===== config.mk =====
export PLATFORM = sky130hd
export DESIGN_NAME = dec_trigger_csr
export DESIGN_NICKNAME = d
export VERILOG_FILES = /design/src/rtl/dec_trigger_csr.sv
export SDC_FILE = /design/constraint.sdc
export NUM_CORES = 1
export LEC_CHECK = 0
export BUFFER_PORTS_ARGS = -buffer_cell sky130_fd_sc_hd__buf_2
export CORE_MARGIN = 2
export CORE_UTILIZATION = 38
export DETAILED_ROUTE_END_ITERATION = 6
export GPL_TIMING_DRIVEN = 0
export SLEW_MARGIN = 0
export SYNTH_ARGS = -nofsm -noshare
export SYNTH_HDL_FRONTEND = slang
export SYNTH_SLANG_ARGS = --single-unit

===== constraint.sdc =====
create_clock -name clk -period 2.5 [get_ports clk]
set_input_delay 0.375 -clock clk [delete_from_list [all_inputs] [get_ports clk]]
set_output_delay 0.375 -clock clk [all_outputs]
set_load 0.005 [all_outputs]

===== src/rtl/dec_trigger_csr.sv =====
// dec_trigger_csr
//   Debug trigger CSR block: holds tselect plus tdata1 (mcontrol format) and
//   tdata2 for each trigger, decodes CSR writes, serves combinational CSR
//   reads and drives the trigger packets consumed by the LSU/IFU matchers.
//
// Ports
//   clk, rst_l        core clock, asynchronous active-low reset
//   dec_csr_wen       CSR write strobe (one write per cycle)
//   dec_csr_waddr     write address: 0x7A0 tselect, 0x7A1 tdata1, 0x7A2 tdata2
//   dec_csr_wrdata    write data
//   dec_csr_raddr     read address
//   dbg_mode          core is in debug mode
//   trigger_hit       per-trigger hit reported back through commit
//   trigger_pkt_any   per-trigger packet, bit layout of each entry:
//                       [TDATA_W+5] select  [TDATA_W+4] match
//                       [TDATA_W+3] store   [TDATA_W+2] load
//                       [TDATA_W+1] execute [TDATA_W]   m
//                       [TDATA_W-1:0] tdata2
//   trigger_action    1 = enter debug mode, 0 = breakpoint exception
//   trigger_chain     chain bits (odd triggers always 0)
//   csr_rddata        read data for dec_csr_raddr
//   csr_rd_hit        dec_csr_raddr is one of 0x7A0-0x7A2
module dec_trigger_csr #(
    parameter  int NUM_TRIG = 4,
    parameter  int TDATA_W  = 32,
    localparam int PKT_W    = TDATA_W + 6,
    localparam int TSEL_W   = $clog2(NUM_TRIG)
) (
    input  logic                               clk,
    input  logic                               rst_l,
    input  logic                               dec_csr_wen,
    input  logic [11:0]                        dec_csr_waddr,
    input  logic [TDATA_W-1:0]                 dec_csr_wrdata,
    input  logic [11:0]                        dec_csr_raddr,
    input  logic                               dbg_mode,
    input  logic [NUM_TRIG-1:0]                trigger_hit,
    output logic [NUM_TRIG-1:0][PKT_W-1:0]     trigger_pkt_any,
    output logic [NUM_TRIG-1:0]                trigger_action,
    output logic [NUM_TRIG-1:0]                trigger_chain,
    output logic [TDATA_W-1:0]                 csr_rddata,
    output logic                               csr_rd_hit
);

    localparam logic [11:0] ADDR_TSEL = 12'h7A0;
    localparam logic [11:0] ADDR_TD1  = 12'h7A1;
    localparam logic [11:0] ADDR_TD2  = 12'h7A2;

    logic [TSEL_W-1:0]                tselect_q, tselect_d;
    logic [NUM_TRIG-1:0]              dmode_q, dmode_d, hit_q, hit_d;
    logic [NUM_TRIG-1:0]              select_q, select_d, action_q, action_d;
    logic [NUM_TRIG-1:0]              chain_q, chain_d, match_q, match_d;
    logic [NUM_TRIG-1:0]              m_q, m_d, execute_q, execute_d;
    logic [NUM_TRIG-1:0]              store_q, store_d, load_q, load_d;
    logic [NUM_TRIG-1:0][TDATA_W-1:0] tdata2_q, tdata2_d;

    logic                             wr_tsel, wr_td1, wr_td2;
    logic [NUM_TRIG-1:0]              wr_tgt;   // trigger selected and not locked
    logic [NUM_TRIG-1:0][TDATA_W-1:0] tdata1_rd;

    always_comb begin
        wr_tsel   = dec_csr_wen && (dec_csr_waddr == ADDR_TSEL);
        wr_td1    = dec_csr_wen && (dec_csr_waddr == ADDR_TD1);
        wr_td2    = dec_csr_wen && (dec_csr_waddr == ADDR_TD2);

        tselect_d = tselect_q;
        // Out-of-range selects are dropped rather than truncated.
        if (wr_tsel && (dec_csr_wrdata < TDATA_W'(NUM_TRIG)))
            tselect_d = dec_csr_wrdata[TSEL_W-1:0];

        wr_tgt    = '0;
        dmode_d   = dmode_q;
        select_d  = select_q;
        action_d  = action_q;
        chain_d   = chain_q;
        match_d   = match_q;
        m_d       = m_q;
        execute_d = execute_q;
        store_d   = store_q;
        load_d    = load_q;
        tdata2_d  = tdata2_q;
        hit_d     = hit_q;
        for (int i = 0; i < NUM_TRIG; i++) begin
            // A debug-owned trigger (dmode) is only writable from debug mode.
            wr_tgt[i] = (tselect_q == TSEL_W'(i)) && !(dmode_q[i] && !dbg_mode);
            if (wr_td1 && wr_tgt[i]) begin
                dmode_d[i]   = dec_csr_wrdata[27] & dbg_mode;
                action_d[i]  = dec_csr_wrdata[12] & dec_csr_wrdata[27] & dbg_mode;
                chain_d[i]   = (i % 2 == 0) ? dec_csr_wrdata[11] : 1'b0;
                select_d[i]  = dec_csr_wrdata[19];
                match_d[i]   = dec_csr_wrdata[7];
                m_d[i]       = dec_csr_wrdata[6];
                execute_d[i] = dec_csr_wrdata[2];
                store_d[i]   = dec_csr_wrdata[1];
                load_d[i]    = dec_csr_wrdata[0];
            end
            // Hardware hit wins over a same-cycle software clear, lock or not.
            hit_d[i] = trigger_hit[i] |
                       ((wr_td1 && wr_tgt[i]) ? dec_csr_wrdata[20] : hit_q[i]);
            if (wr_td2 && wr_tgt[i])
                tdata2_d[i] = dec_csr_wrdata;
        end
    end

    always_ff @(posedge clk or negedge rst_l) begin
        if (!rst_l) begin
            tselect_q <= '0;
            dmode_q   <= '0;
            hit_q     <= '0;
            select_q  <= '0;
            action_q  <= '0;
            chain_q   <= '0;
            match_q   <= '0;
            m_q       <= '0;
            execute_q <= '0;
            store_q   <= '0;
            load_q    <= '0;
            tdata2_q  <= '0;
        end else begin
            tselect_q <= tselect_d;
            dmode_q   <= dmode_d;
            hit_q     <= hit_d;
            select_q  <= select_d;
            action_q  <= action_d;
            chain_q   <= chain_d;
            match_q   <= match_d;
            m_q       <= m_d;
            execute_q <= execute_d;
            store_q   <= store_d;
            load_q    <= load_d;
            tdata2_q  <= tdata2_d;
        end
    end

    // Packet outputs; fire enables are masked in debug mode.
    always_comb begin
        for (int i = 0; i < NUM_TRIG; i++) begin
            trigger_pkt_any[i] = {select_q[i], match_q[i],
                                  store_q[i]   & m_q[i] & ~dbg_mode,
                                  load_q[i]    & m_q[i] & ~dbg_mode,
                                  execute_q[i] & m_q[i] & ~dbg_mode,
                                  m_q[i], tdata2_q[i]};
            tdata1_rd[i] = {4'h2, dmode_q[i], 6'b0, hit_q[i], select_q[i], 6'b0,
                            action_q[i], chain_q[i], 3'b0, match_q[i], m_q[i], 3'b0,
                            execute_q[i], store_q[i], load_q[i]};
        end
        trigger_action = action_q;
        trigger_chain  = chain_q;
    end

    always_comb begin
        csr_rddata = '0;
        csr_rd_hit = 1'b0;
        case (dec_csr_raddr)
            ADDR_TSEL: begin
                csr_rddata = {{(TDATA_W-TSEL_W){1'b0}}, tselect_q};
                csr_rd_hit = 1'b1;
            end
            ADDR_TD1: begin
                csr_rddata = tdata1_rd[tselect_q];
                csr_rd_hit = 1'b1;
            end
            ADDR_TD2: begin
                csr_rddata = tdata2_q[tselect_q];
                csr_rd_hit = 1'b1;
            end
            default: ;
        endcase
    end

endmodule


Word-level counts from Yosys, hierarchy flattened:

Index checks and enable logic that the tools add are counted.

* bits in registers: 168
* word-level logic and storage cells: 120
* input port bits: 64

* bitwise logic cells: 32
* magnitude comparators: 2
* reductions and logical operators: 27
* mux-type cells: 10
* equality and inequality tests: 9

Operator list (count)
* 32-bit binary-select mux with 2-bit select: 2
* 32-bit one-hot mux with 3 select lines: 1
* 12-bit by 11-bit == test with 1-bit output, second input constant: 6
* 32-bit two-way mux: 2
* 32-bit by 3-bit less-than comparator with 1-bit output, second input constant: 1
* 1-bit bitwise AND: 27
* 1-bit logical AND: 20
* 1-bit zero test: 5
* 1-bit two-way mux: 5
* 2-bit == test, second input constant: 2
* 1-bit bitwise OR: 4
* 2-bit by 3-bit less-than comparator with 1-bit output, second input constant: 1
* 3-bit OR reduction: 1
* 2-bit by 1-bit == test with 1-bit output, second input constant: 1
* 2-bit zero test: 1
* 1-bit inverter: 1

Depth between registers and ports, before layout:

Gate-level depths: netlist of run 1.

* depth in word-level cells: 7
* mapped depth: 5

Worst setup path before layout of run 1:

Ideal clock, no wire load.

* kind: input port to output port
* from: input dec_csr_raddr[3]
* to: output csr_rddata[11]
* setup slack: 0.546 ns
* cell stages on the path: 5
* arrival time: 1.579 ns
* cells stage by stage: nor4bb_1 nand4b_1 or3_1 buf_2 o32ai_1

* cells in the longest elaborated chain, start to end: 2
* elaborated cells between the ends (all ways): 4

Ends and longest elaborated chain
* start: declaration: RTL line 34 `input logic [11:0] dec_csr_raddr,`
* 12-bit by 11-bit == test with 1-bit output: RTL line 153 `case (dec_csr_raddr)`
* 32-bit one-hot mux with 3 select lines *: RTL line 153
* end: declaration: RTL line 40 `output logic [TDATA_W-1:0] csr_rddata,`

Every way passes the cells marked *; elsewhere a longest branch is shown, timed or not.

Final worst setup path of run 1:

* from: register tselect_q[0]
* to: output csr_rddata[27]

* cells in the longest elaborated chain, start to end: 3
* elaborated cells between the ends (all ways): 5

Ends and longest elaborated chain
* start: declaration: RTL line 48 `logic [TSEL_W-1:0] tselect_q, tselect_d;`
* start signal: assignment: RTL line 119 `tselect_q <= tselect_d;`
* 32-bit binary-select mux with 2-bit select (on tied branches): RTL line 163, 159
* 32-bit two-way mux (on tied branches): RTL line 163, 159
* 32-bit one-hot mux with 3 select lines *: RTL line 153

Every way passes the cells marked *; elsewhere a longest branch is shown, timed or not. The select of a mux whose other input is x is not followed.

==> results, run 1 <==
- For the worst-skew pair, the clock arrives at the later sink with an insertion delay of 0.43 ns.
- Setup repair after global routing left no endpoint under its margin.
- After filler insertion, the fill cell instance count of the layout stands at 1,870.
- The H-tree depth is 4.
- The number of nets in the layout is 876.
- TritonCTS built the clock tree.
- Overall power consumption after layout is estimated at 0.00586 W.
- The count of nets left with antenna violations once routing finished came out at 0.
- The horizontal die dimension is 149 um.
- In this run the critical register-to-register path is captured at trigger_pkt_any[117]$_DFFE_PN0P_.
- The top cell types in the final layout, fill and taps aside, are sky130_fd_sc_hd__buf_2, sky130_fd_sc_hd__dfrtp_1, sky130_fd_sc_hd__mux2_2, sky130_fd_sc_hd__mux2_1, sky130_fd_sc_hd__mux4_2.
- The number of port buffers is 253.
- The share of the cycle needed by the critical path after routing is 96.8%.
- The highest ir drop seen on vdd is 0.431 mV.
- The multi-input combinational cells in the finished layout cover a total of 0.00356 sq mm.
- For this run the aggregate overflow at the end of global routing stands at 0.
- After synthesis, the share of flip-flops with an asynchronous set or reset is 100%.
- The number of distinct library cells after synthesis is 41.
- For this block, the initial DRC count from the detailed router was 240.
- For this design the static power due to leakage is 5.64 nW.
- After synthesis, the mean cell area works out to 15.0 sq um.
- The category of cells accounting for the largest share of critical-path delay is buffers and inverters.
- The worst slew margin relative to its limit is 57.6%.
- The worst setup path is launched from a flip-flop.
- For this design, the slowest cell found on the critical path is sky130_fd_sc_hd__mux4_2.
- Summing all flip-flop and latch instances after layout gives 0.00420 sq mm.
- The final setup violation count is 0.
- The worst hold path belongs to the class in2reg.
- The final layout contains routed wiring with a total length of 25,200 um.
- The root buffer cell is sky130_fd_sc_hd__clkbuf_16.
- The final HPWL from detailed placement is 18,300 um.
- The critical path goes through buf_12, buf_16, mux4_2, inv_1, o22ai_1, buf_2.
- The final estimated routing congestion in global placement is 0.808.
- The transition time at the pin with the least slew margin is 0.630 ns.
- In this run the register-to-register setup slack is 0.48 ns.
- Entering global routing, the biggest net connects 97 pins.
- The maximum clock rate is 0.413 GHz.
- Clock-pin slew was measured on the worst setup and hold paths at 0.06 ns.
- After layout, the worst setup slack is 0.0793 ns.
- The via count of the first global-routing pass came to 5,959.
- The Yosys warning count is 0.
- The cell depth of the worst setup path is 6.
- The global router's overall resource usage is 23.0%.
- The start point of the worst min-delay path is dec_csr_wrdata[5].
- The placeable core region is 0.0208 sq mm.
- The first detailed-routing pass ran for 4 iterations.
- The clock arrives with 0.00897 ns of skew.
- The area added between synthesis and finish is 30.4%.
- The run finished with clean final reports.
- The number of maximum-capacitance violations is 0.
- The TritonCTS sink count is 168.
- The first-pass GRT wire length is 37,100 um.
- The worst hold path passes through 2 cells.
- The area of the die is 0.0222 sq mm.
- The worst path required time is 2.12 ns.
- The peak per-stage delay on the critical path is 0.51 ns.
- The number of cell instances on the worst register-to-register path is 5.
- In this run, synthesis produced a sequential element count of 168.
- Row generation in the floorplan step produced 53 rows.
- The library cell used most frequently in the layout, excluding fill and tap cells, is sky130_fd_sc_hd__buf_2.
- The cell area that synthesis handed to floorplanning was 0.00800 sq mm.
- The element type at the critical path end is an output port.
- Among all flip-flop cells after synthesis, the most frequent one is sky130_fd_sc_hd__dfrtp_1.
- The path with the worst hold slack has its endpoint at trigger_pkt_any[119]$_DFFE_PN0P_.
- For this run, design rule violations remaining after detail routing come to 0.
- The post-route netlist has 58.2% of its cells at a drive strength greater than 1.
- Once the floorplan was initialized, standard cells occupied 38.4% of the core.
- The peak fanout along the critical path is 10.
- The max-slew violation count came to 0.
- The gate count after technology mapping is 534.
- The CTS buffer count is 17.
- The per-cell via count in the routed design is 5.26.
- The number of failing hold endpoints at the final stage is 0.
- Sequential cells were found to cover 52.5% of the synthesized design area.
- The number of antenna violations at the first check in global routing is 2.
- The start of the worst register-to-register path is tselect_q[0]$_DFFE_PN0P_.
- The signal arrival time at the worst endpoint is 2.05 ns.
- The classification of the worst setup path is reg2out.
- Power spread over the standard cell area amounts to 562 mW/mm^2.
- The I/O pin count is 257.
- The number of buffers and inverters on the critical path is 4.
- The via total after detailed routing is 5,787.
- Dividing the detail-routed wire length by the instance count gives 22.9 um.
- The post-layout minimum cycle time is 2.42 ns.
- The clock passes through at most 2 buffers.
- Counting flops with a built-in enable in the synthesized netlist gives 0.
- The floorplan die height is 149 um.
- At the placement stage, the worst setup path has a slack of -0.172 ns.
registers in the layout, indices dropped and copies added, names as in the netlist:
name             count
store_q              4
trigger_chain        2
hit_q                4
select_q             4
trigger_pkt_any    128
trigger_action       4
m_q                  4
dmode_q              4
execute_q            4
load_q               4
tselect_q            2
match_q              4
cells in the mapped netlist, types with 8 or more instances:
library cell              instances  share of area [%]
sky130_fd_sc_hd__inv_1           20               0.94
sky130_fd_sc_hd__nor2_1           8               0.38
sky130_fd_sc_hd__nor4_1           8               0.63
sky130_fd_sc_hd__and2_1          13                1.0
sky130_fd_sc_hd__mux2_4           9                1.7
sky130_fd_sc_hd__dfrtp_1        168                 53
sky130_fd_sc_hd__mux2_1          53                7.5
sky130_fd_sc_hd__buf_4            8               0.75
sky130_fd_sc_hd__mux4_2          40                 11
sky130_fd_sc_hd__mux2_2         103                 14
sky130_fd_sc_hd__nor2b_1         25                2.0
sky130_fd_sc_hd__buf_2           16                1.0
logic make-up (layout without fill, tap and decap cells):
kind of cell | Yosys count | in the layout | synth area share, %
compound gates | 19 | 19 | 1.45
mux | 211 | 211 | 35.6
flops | 168 | 168 | 52.5
buf+inv | 51 | 341 | 3.11
simple gates | 84 | 84 | 7.22
other cells | 1 | 3 | 0.0469
metal layers:
| layer | up-vias | part of all wire, % | track usage (%) |
|---|---|---|---|
| met2 | 223 | 48 | 37.1 |
| met1 | 3007 | 43 | 31.0 |
| li1 | 2525 | - | - |
| met5 | - | 0.068 | 0 |
| met4 | 2 | 1.8 | 6.00 |
| met3 | 30 | 6.5 | 5.96 |
layout make-up:
type,count,area share [%]
timing repair buffer,258,12.8
clock inverter,14,2.11
clock buffer,18,4.21
multi-input combinational,316,34.1
buffer,31,2.48
inverter,20,0.719
antenna,1,0.0240
tap,275,3.30
sequential,168,40.3
repair_timing:
item / in CTS / in global routing
pin swaps: 0 / 1
hold buffers: 1 / 0
buffers inserted: 0 / 3
hold endpoints to repair: 72 / 0
setup endpoints to repair: 32 / 31
gates resized for setup: 21 / 15
power by group:
part | switching [W] | internal [W] | leakage, nW
Sequential | 0.00000226 | 0.00272 | 2.33
Combinational | 0.000134 | 0.0000627 | 2.99
Clock | 0.00113 | 0.00181 | 0.321
Total | 0.00127 | 0.00459 | 5.64
worst max-delay path by stage:
| stage | startpoint | endpoint | slack, ns |
|---|---|---|---|
| finish | tselect_q[0]$_DFFE_PN0P_ | csr_rddata[27] | 0.08 |
| floorplan | dec_csr_raddr[3] | csr_rddata[11] | 0.55 |
| global placement | rst_l | trigger_pkt_any[123]$_DFFE_PN0P_ | -1.48 |
| global route | tselect_q[0]$_DFFE_PN0P_ | csr_rddata[27] | 0.004 |
| detailed placement | dec_csr_raddr[3] | csr_rddata[9] | -0.17 |
| CTS | tselect_q[1]$_DFFE_PN0P_ | csr_rddata[27] | -0.1 |
through the flow:
step / TNS (ns) / instances / utilization, % / cell area (sq um) / hold WS, ns
after global placement: -247.07 / 1063 / 46.2 / 9620 / 0.482
after detailed placement: -2.54 / 1064 / 46.4 / 9660 / 0.379
after CTS: -0.913 / 1097 / 49.8 / 10400 / 0.214
after floorplan: 0 / 535 / - / 8010 / 0.0794
after global routing: 0 / 1101 / 50.1 / 10400 / 0.212
final: 0 / 1101 / 50.1 / 10400 / 0.228
No activity file was read; power rests on OpenSTA's default activity.
==> run 2: changes to the inputs <==
--- a/config.mk
+++ b/config.mk
@@ -9,7 +9,6 @@
 export CORE_MARGIN = 2
 export CORE_UTILIZATION = 38
 export DETAILED_ROUTE_END_ITERATION = 6
-export GPL_TIMING_DRIVEN = 0
 export SLEW_MARGIN = 0
 export SYNTH_ARGS = -nofsm -noshare
 export SYNTH_HDL_FRONTEND = slang
==> results, run 2 (synthesis results as in run 1) <==
- The total area inside the core boundary comes to 0.0208 sq mm.
- The area added between synthesis and finish is 30.5%.
- In this run the critical register-to-register path is captured at trigger_pkt_any[81]$_DFFE_PN0P_.
- The highest ir drop seen on vdd is 0.455 mV.
- For hold timing, the worst endpoint is trigger_pkt_any[85]$_DFFE_PN0P_.
- The internal reg-to-reg setup slack is 0.34 ns.
- The via total after detailed routing is 5,762.
- After legalization and detailed placement, the total HPWL measured 17,200 um.
- After routing the design area is 0.0104 sq mm.
- The worst register-to-register path begins at tselect_q[0]$_DFFE_PN0P_.
- The commonest non-fill, non-tap cell in the layout is sky130_fd_sc_hd__buf_2.
- Clock tree synthesis selected as its root buffer the cell sky130_fd_sc_hd__clkbuf_16.
- Once placement finished, the instance area stood at 0.00975 sq mm.
- The worst hold path begins at dec_csr_wrdata[9].
- In this run the power density over the cells is 549 mW/mm^2.
- The number of maximum-capacitance violations is 0.
- Dividing the detail-routed via count by the number of cells gives 5.25.
- In the final layout, the share of cells above drive strength 1 is 58.5%.
- The switching power is 0.00128 W.
- The share of the cycle needed by the critical path after routing is 96.7%.
- The average wire per standard cell is 21.8 um.
- The clock latency on the worst-skew pair is 0.44 ns.
- The max-slew violation count is 0.
- The run finished with clean final reports.
- The element type at the critical path end is an output port.
- Walking the worst path, the cells encountered are buf_4, mux4_2, nand2_1, a221oi_2, buf_2.
- On the worst path, the slowest cell contributes a delay of 0.56 ns.
- In this run the count of I/O pins placed on the die edge is 257.
- The classification of the worst setup path is reg2out.
- After routing, the total negative slack on setup checks comes to 0 ns.
- The portion of total power attributed to sequential cells is 47.5%.
- For this run, the post-layout net count is 873.
- The transition time at the pin with the least slew margin is 0.627 ns.
- The initial utilization of the core area, before any placement, comes to 38.4%.
- The via count of the first global-routing pass is 5,954.
- The first-pass GRT wire length is 36,100 um.
- Headroom to the max-slew limit came out at 57.8%.
- The detail route stage leaves a number of antenna-violating nets equal to 0.
- In the layout the commonest cells are sky130_fd_sc_hd__buf_2, sky130_fd_sc_hd__dfrtp_1, sky130_fd_sc_hd__mux2_2, sky130_fd_sc_hd__mux2_1, sky130_fd_sc_hd__mux4_2.
- The clock skew after layout is 0.0159 ns.
- Along the worst path, the maximum fanout reaches 7.
- The leakage dissipation is 5.66 nW.
- The area of the die is 0.0222 sq mm.
- Data arrives at the worst endpoint at 2.04 ns.
- The number of antenna violations at the first check in global routing is 1.
- The die is 149 um wide.
- From bottom edge to top edge, the die measures 149 um.
- Cell internal power was estimated by the tool at 0.00445 W.
- The H-tree was split into 4 levels.
- The first routing iteration left 195 violations.
- At the worst endpoint, the required time is 2.12 ns.
- The number of buffers between clock root and the deepest sink is 2.
- The CTS buffer count is 17.
- Setup violations remaining at the end of the flow were counted as 0.
- The clock net in this run drives a total of 168 sinks.
- The maximum clock rate is 0.414 GHz.
- The startpoint class of the critical path is a flip-flop.
- For this run, the detailed router's first-pass iteration total came to 4.
- The pin count of the biggest net entering global routing is 79.
- At the end of routability-driven placement, the weighted congestion stood at 0.867.
- The overall power is 0.00573 W.
- Setup repair after global routing left no endpoint under its margin.
- The total DRC errors in the routed layout is 0.
- The clock-pin slew on the worst setup and hold paths is 0.07 ns.
- The worst hold path passes through 2 cells.
- The number of flip-flops under the largest register name is 128.
- The global router's overall resource usage is 21.9%.
- The cell with the largest stage delay on the worst path is sky130_fd_sc_hd__dfrtp_4.
- The logic gate share of total power is 3.5%.
- The number of failing hold endpoints at the final stage is 0.
- The number of cell instances on the worst register-to-register path is 5.
- Net switching is 22.4% of the power.
- The cell row count is 53.
- The filler cells instantiated in the layout total 1,843.
- The TritonCTS clock tree is yes.
- After layout, the minimum clock period comes to 2.42 ns.
- After global routing the overflow that remains totals 0.
- The routed wire length is 23,900 um.
- The number of port buffers is 254.
- The classification of the worst-slack hold path is in2reg.
- The share of total power in the clock network is 49.1%.
-- run 2: worst max-delay path, delay by kind of cell, from the launching register on --
kind / cells / cell delay, ns
AO/OA/AOI/OAI: 1 / 0.29
flip-flops: 1 / 0.56
AND/OR/NAND/NOR: 1 / 0.07
multiplexers: 1 / 0.33
buffers and inverters: 2 / 0.36
-- run 2: timing repair --
action                                 in CTS  in global routing
endpoints found under the hold margin      43                  0
setup buffers                               4                  1
hold buffers                                1                  0
pin swaps                                   0                  1
setup endpoints to repair                  24                  5
gates resized for setup                     0                  5
-- run 2: cell type report --
type | instances | area, sq um | area share [%]
well taps | 275 | 344 | 3.29
clock buffers | 20 | 467 | 4.47
diodes | 1 | 2.50 | 0.0240
repair buffers | 286 | 1610 | 15.4
clock inverters | 12 | 161 | 1.54
flip-flops and latches | 168 | 4210 | 40.3
inverters | 20 | 75.1 | 0.719
multi-input cells | 316 | 3580 | 34.3
-- run 2: how the worst max path moves through the flow --
stage / startpoint / end / cells past startpoint
floorplan: dec_csr_raddr[3] / csr_rddata[11] / 5
global placement: dec_csr_raddr[3] / csr_rddata[29] / 7
detailed placement: dec_csr_raddr[4] / csr_rddata[29] / 7
CTS: tselect_q[0]$_DFFE_PN0P_ / csr_rddata[1] / 5
global route: tselect_q[0]$_DFFE_PN0P_ / csr_rddata[20] / 5
finish: tselect_q[0]$_DFFE_PN0P_ / csr_rddata[1] / 5
-- run 2: power groups by stage --
stage	combinational [W]	sequential [W]	clock (W)
6_report	0.000199	0.00272	0.00281
5_1_grt	0.000224	0.00272	0.00299
4_1_cts	0.000203	0.00272	0.00288
3_5_place_dp	0.000202	0.00277	0
3_3_place_gp	0.000194	0.00277	0
2_1_floorplan	0.0000286	0.00277	0
-- run 2: routing by layer --
| layer | wire, um | track usage (%) | vias to the layer above | share of wire (%) |
|---|---|---|---|---|
| li1 | - | - | 2531 | - |
| met1 | 10300 | 29.3 | 2998 | 43 |
| met2 | 11700 | 35.9 | 211 | 49 |
| met3 | 1560 | 4.98 | 22 | 6.5 |
| met4 | 340 | 6.14 | 0 | 1.4 |
| met5 | 0 | 0 | - | 0 |
-- run 2: metrics by stage --
step                      instances  utilization [%]  worst slack, ns  hold WS [ns]
after floorplan                 535                -            0.546        0.0794
after global placement         1059             46.8            0.210         0.339
after detailed placement       1059             46.8            0.130         0.348
after CTS                      1096             50.0           0.0323         0.208
after global routing           1097             50.2           0.0110         0.216
final                          1098             50.2           0.0828         0.222
